[src/rtl/rename_ckpt_pkg.sv]
// rtl/rename_ckpt_pkg.sv - shared rename types, widths and map helper
package rename_ckpt_pkg;

  localparam int NUM_AREGS     = 32;
  localparam int AREG_W        = 5;
  localparam int NUM_PREGS_DEF = 64;
  localparam int PREG_W        = $clog2(NUM_PREGS_DEF);

  typedef logic [AREG_W-1:0] areg_idx_t;
  typedef logic [PREG_W-1:0] preg_idx_t;
  typedef logic [NUM_AREGS-1:0][PREG_W-1:0] map_t;

  typedef struct packed {
    logic      valid;
    areg_idx_t idx;
  } a_reg_t;

  typedef struct packed {
    logic   valid;
    a_reg_t rd;
    a_reg_t rs1;
    a_reg_t rs2;
    logic   is_branch;
  } dinstr_t;

  typedef struct packed {
    logic      valid;
    preg_idx_t idx;
  } p_reg_t;

  typedef struct packed {
    logic      valid;
    preg_idx_t idx;
    logic      ready;
  } p_src_t;

  typedef struct packed {
    logic   valid;
    p_reg_t rd;
    p_src_t rs1;
    p_src_t rs2;
  } rinstr_t;

  typedef struct packed {
    logic valid;
    logic hit;
  } br_result_t;

  function automatic map_t identity_map();
    map_t m;
    for (int i = 0; i < NUM_AREGS; i++) begin
      m[i] = PREG_W'(i);
    end
    return m;
  endfunction

endpackage

[src/rtl/rename_freelist.sv]
// rtl/rename_freelist.sv - free physical register bitmap with lowest-index allocator
module rename_freelist
  import rename_ckpt_pkg::*;
#(
  parameter int NUM_PREGS = NUM_PREGS_DEF
) (
  input  logic                 clk,
  input  logic                 rst_i,
  input  logic                 alloc_i,
  input  logic                 release_i,
  input  preg_idx_t            release_idx_i,
  input  logic [NUM_PREGS-1:0] restore_i,
  output preg_idx_t            alloc_idx_o,
  output logic                 empty_o
);

  logic [NUM_PREGS-1:0] free_q, free_d;

  // Scanning downward lets the lowest set bit win.
  always_comb begin
    alloc_idx_o = '0;
    for (int i = NUM_PREGS - 1; i >= 0; i--) begin
      if (free_q[i]) begin
        alloc_idx_o = PREG_W'(i);
      end
    end
    empty_o = ~|free_q;
  end

  always_comb begin
    free_d = free_q;
    if (alloc_i) begin
      free_d[alloc_idx_o] = 1'b0;
    end
    if (release_i && (release_idx_i != '0)) begin
      free_d[release_idx_i] = 1'b1;
    end
    free_d = free_d | restore_i;
  end

  always_ff @(posedge clk or posedge rst_i) begin
    if (rst_i) begin
      free_q <= {{(NUM_PREGS - NUM_AREGS){1'b1}}, {NUM_AREGS{1'b0}}};
    end else begin
      free_q <= free_d;
    end
  end

endmodule

[src/rtl/rename_ckpt.sv]
// rtl/rename_ckpt.sv - register rename with FIFO branch checkpoints and mispredict recovery
// Build option RENAME_COMMIT_BYPASS_EN forwards same-cycle writebacks into source ready bits.
module rename_ckpt
  import rename_ckpt_pkg::*;
#(
  parameter int NUM_PREGS = NUM_PREGS_DEF,
  parameter int NUM_CKPT  = 4
) (
  input  logic       clk,
  input  logic       rst_i,
  input  dinstr_t    dinstr_i,
  input  p_reg_t     p_commit_i,
  input  p_reg_t     p_free_i,
  input  br_result_t br_result_i,
  output rinstr_t    rinstr_o,
  output logic       rn_full_o
);

  localparam int CKPT_PW = (NUM_CKPT > 1) ? $clog2(NUM_CKPT) : 1;
  localparam int CKPT_CW = $clog2(NUM_CKPT + 1);
`ifdef RENAME_COMMIT_BYPASS_EN
  localparam bit BYPASS_EN = 1'b1;
`else
  localparam bit BYPASS_EN = 1'b0;
`endif

  map_t                 map_q, map_d;
  logic [NUM_PREGS-1:0] ready_q, ready_d;
  map_t                 ckpt_map_q   [NUM_CKPT];
  map_t                 ckpt_map_d   [NUM_CKPT];
  logic [NUM_PREGS-1:0] ckpt_alloc_q [NUM_CKPT];
  logic [NUM_PREGS-1:0] ckpt_alloc_d [NUM_CKPT];
  logic [NUM_CKPT-1:0]  ckpt_vld_q, ckpt_vld_d;
  logic [CKPT_PW-1:0]   head_q, head_d, tail_q, tail_d;
  logic [CKPT_CW-1:0]   cnt_q, cnt_d;

  preg_idx_t            alloc_idx;
  logic                 free_empty;
  logic [NUM_PREGS-1:0] restore_mask;
  logic                 ckpt_any, br_hit, br_miss;
  logic                 accept, rd_alloc, do_alloc, do_push;
  p_src_t               src1, src2;

  function automatic logic [CKPT_PW-1:0] ptr_inc(input logic [CKPT_PW-1:0] p);
    return (p == CKPT_PW'(NUM_CKPT - 1)) ? '0 : p + CKPT_PW'(1);
  endfunction

  function automatic p_src_t resolve(input a_reg_t rs, input map_t map,
                                     input logic [NUM_PREGS-1:0] rdy, input p_reg_t cmt);
    p_src_t s;
    s.valid = rs.valid;
    s.idx   = (rs.idx == '0) ? '0 : map[rs.idx];
    s.ready = (rs.idx == '0) | rdy[s.idx] | (BYPASS_EN & cmt.valid & (cmt.idx == s.idx));
    return s;
  endfunction

  rename_freelist #(
    .NUM_PREGS(NUM_PREGS)
  ) u_freelist (
    .clk          (clk),
    .rst_i        (rst_i),
    .alloc_i      (do_alloc),
    .release_i    (p_free_i.valid),
    .release_idx_i(p_free_i.idx),
    .restore_i    (restore_mask),
    .alloc_idx_o  (alloc_idx),
    .empty_o      (free_empty)
  );

  // Branch results arriving with no live checkpoint are dropped entirely.
  always_comb begin
    ckpt_any  = (cnt_q != '0);
    br_hit    = br_result_i.valid & br_result_i.hit & ckpt_any;
    br_miss   = br_result_i.valid & ~br_result_i.hit & ckpt_any;
    rn_full_o = rst_i | free_empty | (cnt_q == CKPT_CW'(NUM_CKPT));
    accept    = dinstr_i.valid & ~rn_full_o & ~br_miss;
    rd_alloc  = dinstr_i.rd.valid & (dinstr_i.rd.idx != '0);
    do_alloc  = accept & rd_alloc;
    do_push   = accept & dinstr_i.is_branch;
    src1      = resolve(dinstr_i.rs1, map_q, ready_q, p_commit_i);
    src2      = resolve(dinstr_i.rs2, map_q, ready_q, p_commit_i);

    rinstr_o.valid    = accept;
    rinstr_o.rd.valid = rd_alloc;
    rinstr_o.rd.idx   = alloc_idx;
    rinstr_o.rs1      = src1;
    rinstr_o.rs2      = src2;
  end

  // The oldest checkpoint's alloc-since already covers younger ones; OR-ing all is equivalent.
  always_comb begin
    restore_mask = '0;
    if (br_miss) begin
      for (int i = 0; i < NUM_CKPT; i++) begin
        if (ckpt_vld_q[i]) begin
          restore_mask = restore_mask | ckpt_alloc_q[i];
        end
      end
    end
  end

  always_comb begin
    map_d        = map_q;
    ready_d      = ready_q;
    ckpt_map_d   = ckpt_map_q;
    ckpt_alloc_d = ckpt_alloc_q;
    ckpt_vld_d   = ckpt_vld_q;
    head_d       = head_q;
    tail_d       = tail_q;
    cnt_d        = cnt_q;

    if (do_alloc) begin
      map_d[dinstr_i.rd.idx] = alloc_idx;
      ready_d[alloc_idx]     = 1'b0;
      for (int i = 0; i < NUM_CKPT; i++) begin
        if (ckpt_vld_q[i]) begin
          ckpt_alloc_d[i][alloc_idx] = 1'b1;
        end
      end
    end

    if (p_commit_i.valid && (p_commit_i.idx != '0)) begin
      ready_d[p_commit_i.idx] = 1'b1;
    end

    if (br_hit) begin
      ckpt_vld_d[head_q] = 1'b0;
      head_d             = ptr_inc(head_q);
    end

    // Snapshot taken after the branch's own destination update.
    if (do_push) begin
      ckpt_map_d[tail_q]   = map_d;
      ckpt_alloc_d[tail_q] = '0;
      ckpt_vld_d[tail_q]   = 1'b1;
      tail_d               = ptr_inc(tail_q);
    end

    if (do_push && !br_hit) begin
      cnt_d = cnt_q + CKPT_CW'(1);
    end else if (br_hit && !do_push) begin
      cnt_d = cnt_q - CKPT_CW'(1);
    end

    if (br_miss) begin
      map_d      = ckpt_map_q[head_q];
      ready_d    = ready_d | restore_mask;
      ckpt_vld_d = '0;
      head_d     = '0;
      tail_d     = '0;
      cnt_d      = '0;
    end
  end

  always_ff @(posedge clk or posedge rst_i) begin
    if (rst_i) begin
      map_q      <= identity_map();
      ready_q    <= '1;
      ckpt_vld_q <= '0;
      head_q     <= '0;
      tail_q     <= '0;
      cnt_q      <= '0;
      for (int i = 0; i < NUM_CKPT; i++) begin
        ckpt_map_q[i]   <= '0;
        ckpt_alloc_q[i] <= '0;
      end
    end else begin
      map_q        <= map_d;
      ready_q      <= ready_d;
      ckpt_map_q   <= ckpt_map_d;
      ckpt_alloc_q <= ckpt_alloc_d;
      ckpt_vld_q   <= ckpt_vld_d;
      head_q       <= head_d;
      tail_q       <= tail_d;
      cnt_q        <= cnt_d;
    end
  end

endmodule

[config.mk]
export PLATFORM = sky130hd
export DESIGN_NAME = rename_ckpt
export DESIGN_NICKNAME = d
export VERILOG_FILES = /design/src/rtl/rename_ckpt_pkg.sv /design/src/rtl/rename_freelist.sv /design/src/rtl/rename_ckpt.sv
export SDC_FILE = /design/constraint.sdc
export NUM_CORES = 2
export LEC_CHECK = 0
export BUFFER_PORTS_ARGS = -buffer_cell sky130_fd_sc_hd__buf_2
export CAP_MARGIN = 0
export CELL_PAD_IN_SITES_DETAIL_PLACEMENT = 1
export CELL_PAD_IN_SITES_GLOBAL_PLACEMENT = 2
export CORE_ASPECT_RATIO = 0.5
export CORE_MARGIN = 2
export CORE_UTILIZATION = 30
export CTS_CLUSTER_SIZE = 30
export DETAILED_ROUTE_END_ITERATION = 6
export PLACE_DENSITY = 0.63
export SETUP_SLACK_MARGIN = 0.02
export SKIP_CTS_REPAIR_TIMING = 1
export SLEW_MARGIN = 20
export SYNTH_ARGS = -nofsm -noshare
export SYNTH_HDL_FRONTEND = slang
export SYNTH_HIERARCHICAL = 1
export SYNTH_SLANG_ARGS = --single-unit
export TNS_END_PERCENT = 5
[constraint.sdc]
create_clock -name clk -period 45.4 [get_ports clk]
set_clock_uncertainty 0.2 [all_clocks]
set_input_delay 4.54 -clock clk [delete_from_list [all_inputs] [get_ports clk]]
set_output_delay 4.54 -clock clk [all_outputs]
set_load 0.01 [all_outputs]
After elaboration in Yosys (flattened, before gate mapping)
Index checks and enable logic that the tools add are counted.
{"block": "classes", "reduce_logical": 24, "add_sub_neg": 4, "mux": 128, "n_eq_ne": 3, "n_bitwise": 37, "magnitude_cmp": 19}
{"cell": "$mux 64", "count": 18}
{"cell": "$mux 192", "count": 5}
{"cell": "$bwmux 768", "count": 1}
{"cell": "$or 64x64->64", "count": 11}
{"cell": "$mux 256", "count": 2}
{"cell": "$mux 6", "count": 69}
{"cell": "$bmux 192 s2", "count": 1}
{"cell": "$demux 192 s2", "count": 1}
{"cell": "$and 256x256->256", "count": 1}
{"cell": "$not 256->256", "count": 1}
{"cell": "$bwmux 192", "count": 1}
{"cell": "$and 64x64->64", "count": 2}
{"cell": "$demux 64 s2", "count": 1}
{"cell": "$not 64->64", "count": 1}
{"cell": "$reduce_or 64->1", "count": 1}
{"cell": "$bmux 6 s5", "count": 2}
{"cell": "$lt 6x7->1 const B", "count": 5}
{"cell": "$demux 6 s5", "count": 1}
{"cell": "$demux 1 s6", "count": 3}
{"cell": "$ge 6x1->1 const B", "count": 3}
{"cell": "$lt 5x6->1 const B", "count": 3}
{"cell": "$bmux 1 s6", "count": 2}
{"cell": "$mux 2", "count": 6}
{"cell": "$mux 4", "count": 3}
{"cell": "other kinds (27)", "count": 71}
{"block": "word_totals", "out_inout_bits": 25, "input_bits": 38, "regBits": 1355}

Logic depth before layout (Yosys ltp)
{"block": "depth", "depth_word": 75, "ltp_mapped": 15}

By module
The synthesis kept the hierarchy.
{"mod": "rename_ckpt", "seq_area_each_um2": 32486.2, "instances": 1, "cells_each": 5522, "area_each_um2": 59251.8}
{"mod": "rename_freelist", "seq_area_each_um2": 1641.6, "instances": 1, "cells_each": 479, "area_each_um2": 4072.7}

Worst setup path after synthesis
No wires, ideal clock.
{"block": "synth_timing", "path_type": "input to output", "startpoint": "input dinstr_i[7] (netlist bit)", "endpoint": "output rinstr_o[8] (netlist bit)", "stages": 11, "arrival_time_ns": 7.080, "n_path_buf": 2, "slack_ns": 33.580, "cell_sequence": "buf_2 buf_2 mux4_2 mux2i_1 mux2i_1 o211ai_4 inv_1 or3_1 or4b_4 a31oi_1 nor4_1"}
{"element": "start: declaration", "line": "rename_ckpt.sv:11", "text": "input dinstr_t dinstr_i,"}
{"element": "end: declaration", "line": "rename_ckpt.sv:15", "text": "output rinstr_t rinstr_o,"}

==> impl_metrics.json <==
{
  "cts.reportedPaths.clkPinSlew_ns": 0.05,
  "syn_area_mm2": 0.06332,
  "cts_tree": "built",
  "grt_pass1_vias": 51090,
  "timing.final.crit_share_pct": 30.92,
  "setup_viol": 0,
  "synthMuxAreaShare_pct": 15.07,
  "period_needed_ns": 14.04,
  "critPathLaunchType": "input port",
  "vias_per_cell": 5.475,
  "rsz0062_at_grt": "false",
  "wl_per_cell_um": 26.58,
  "ys_seq_area_share_pct": 53.89,
  "register_area_mm2": 0.03415,
  "path_cells": "buf_4, mux4_1, mux2i_1, mux2i_1, o211ai_2, inv_1, or3_1, or4b_4, a31oi_1, nor4_1, buf_2",
  "drt-total-wl_um": 233400,
  "finalPower_mw": 4.572,
  "grt_pass1_wl_um": 351400,
  "grtUsageMet1_pct": 30.75,
  "regToRegSetupSlack_ns": 37.84,
  "cts_buffers": 149,
  "crit_path_start": "dinstr_i[2]",
  "fill_cells": 23130,
  "worstPathMaxFanout": 53,
  "busiest_layer": "met2",
  "num_vias": 48070,
  "crit_buf_inv": 3,
  "worstPathArrival_ns": 9.30,
  "grtUsageMet2_pct": 34.82,
  "synth_adder_area_share_pct": 0.1897,
  "stdcell_count": 8781,
  "portBuffers": 58,
  "cpMostUsedCell": "mux2i_1",
  "synth_edf_count": 0,
  "die_h_um": 328.9,
  "fin_tns_setup_ns": 0,
  "drt-initial-drc-count": 3747,
  "grt_max_degree": 178,
  "end_kind": "output pin",
  "p_per_area_mw_per_mm2": 64.62,
  "core_mm2": 0.2101,
  "postSynthAreaPerCell_um2": 10.55,
  "synth-seq-cells": 1355,
  "ant_nets": 0,
  "critical_path_class": "in -> out",
  "clkLatencyLatePin_ns": 0.79,
  "place_inst": 8513,
  "slew_viol_final": 0,
  "holdPathStages": 2,
  "dpl.hpwl_um": 153600,
  "first_pass_iters": 7,
  "hold_class": "reg -> reg",
  "htreeDepth": 4,
  "grt-ovfl-total": 0,
  "antenna_found_initial": 18,
  "fp.dieW_um": 653.7,
  "path_depth": 11,
  "layout-drive-gt1-share_pct": 15.59,
  "maxCapViolations": 0,
  "hold_viol_final": 0,
  "synthSimpleGateAreaFrac_pct": 11.58,
  "multiInputGateArea_mm2": 0.02704,
  "synthCells": 6001,
  "cp_slowest_cell": "o211ai_2",
  "post-route-drc-count": 0,
  "final_cell_mix": "dfrtp_1 (1,173), nand2_1 (922), o21ai_0 (737)",
  "synth_top_family_by_area": "compound AO/OA/AOI/OAI gates",
  "min_to": "ckpt_map_q[259]",
  "area.growth.synth_to_final_pct": 11.73,
  "power.leakage_nw": 30.12,
  "slew_headroom_pct": 20.76,
  "tightest_slew_ns": 1.189,
  "synth-compound-area-share_pct": 15.58,
  "timing.fmax_mhz": 71.25,
  "grt.total_usage_pct": 21.66,
  "critical-path-top-delay-family": "simple AND/OR/NAND/NOR gates",
  "min_from": "ckpt_map_q[259]",
  "outcome": "complete, no violations",
  "final_util_pct": 33.68,
  "die-area_mm2": 0.2150,
  "irDropWorstVdd_mv": 0.03297,
  "fp-row-count": 119,
  "clockBufferDepth": 4,
  "grt_use_met3_pct": 2.725,
  "initial_core_util_pct": 30.14,
  "cts_root_buf": "clkbuf_16",
  "gp_congestion": 0.8520,
  "cts.sinks": 1355,
  "syn_nets": 6048,
  "ys_warn_count": 6,
  "synth_xor_xnor_area_share_pct": 0.01383,
  "r2r_end": "ckpt_map_q[668]",
  "ios": 63,
  "rr_startpoint": "u_freelist/free_q[3]",
  "reg2reg_depth": 11,
  "whs_ns": 0.2728,
  "layout_commonest_cell": "dfrtp_1",
  "ys.flop_type": "dfrtp_1",
  "critical_path.max_stage_delay_ns": 0.88,
  "cp.required_ns": 40.66,
  "async_flop_share_pct": 100.0,
  "fin_nets": 5869,
  "synth_cell_types": 80
}
-- worst max path at each step --
stage,endpoint
after CTS,rinstr_o[0]
after detailed placement,rinstr_o[0]
after global placement,rinstr_o[0]
final,rinstr_o[0]
after global routing,rinstr_o[0]
after floorplan,ckpt_alloc_q[0]
-- power by group --
group          internal (mW)  total (mW)  switching (mW)
registers               1.62        2.01           0.388
logic                  0.550        1.37           0.820
clock network          0.681        1.19           0.510
-- stage by stage --
stage	setup slack (ns)	instance area, µm²
2_1_floorplan	4.512	63320
3_3_place_gp	31.36	66050
3_5_place_dp	31.33	66060
4_1_cts	31.33	70690
5_1_grt	31.11	70740
6_report	31.36	70750
-- cells in the mapped netlist, types with 16 or more instances --
cell type | number | area [µm²]
a221o_1 | 46 | 460.4
a31oi_1 | 112 | 700.7
inv_1 | 78 | 292.8
nor2b_1 | 21 | 131.4
nor2_1 | 558 | 2095
and3_1 | 24 | 150.1
a22oi_1 | 149 | 1119
buf_1 | 24 | 90.09
clkbuf_1 | 389 | 1460
nor3_1 | 29 | 145.1
dfrtp_1 | 1179 | 29500
nand3_1 | 39 | 195.2
nor4_1 | 27 | 168.9
and2_1 | 23 | 143.9
mux2i_1 | 278 | 2783
o21ai_1 | 73 | 365.4
nand2_1 | 927 | 3480
a21oi_1 | 485 | 2427
mux2_2 | 18 | 202.7
nor2_2 | 27 | 168.9
nand3b_1 | 16 | 120.1
a221oi_1 | 22 | 192.7
o21ai_0 | 737 | 3689
mux4_2 | 283 | 6374
dfstp_2 | 176 | 4624
buf_2 | 40 | 200.2
-- worst min-delay path: stages (launching register included) --
cell and delay [ns]:
dfrtp_1 0.33, nand2_1 0.05, o21ai_0 0.06
-- state kept, by name (all words and copies together) (netlist names), 3 cells and up --
| signal | count |
|---|---|
| ckpt_alloc_q | 256 |
| ckpt_map_q | 768 |
| ckpt_vld_q | 4 |
| cnt_q | 3 |
| map_q | 192 |
| ready_q | 64 |
| u_freelist/free_q | 64 |
-- layout make-up --
type                       count  area share [%]
clock inverter                31          0.3555
clock buffer                 226           6.184
timing repair buffer         148           1.471
inverter                      82          0.4456
multi-input combinational   4086           38.21
tap                         2843           5.028
antenna                       10         0.03537
sequential                  1355           48.27
-- routing by layer --
layer  vias up  wire length (µm)
li1      21060                 -
met1     25750            109400
met2       920            108000
met3       344              9486
met4         2              6389
met5         -                13
-- logic make-up after synthesis --
| family | count (synthesis) |
|---|---|
| xor+xnor | 1 |
| buf+inv | 560 |
| flops | 1355 |
| fa+ha+maj | 9 |
| mux | 586 |
| simple gates | 1762 |
| compound gates | 1728 |
Power figures use the tool's default switching activity.
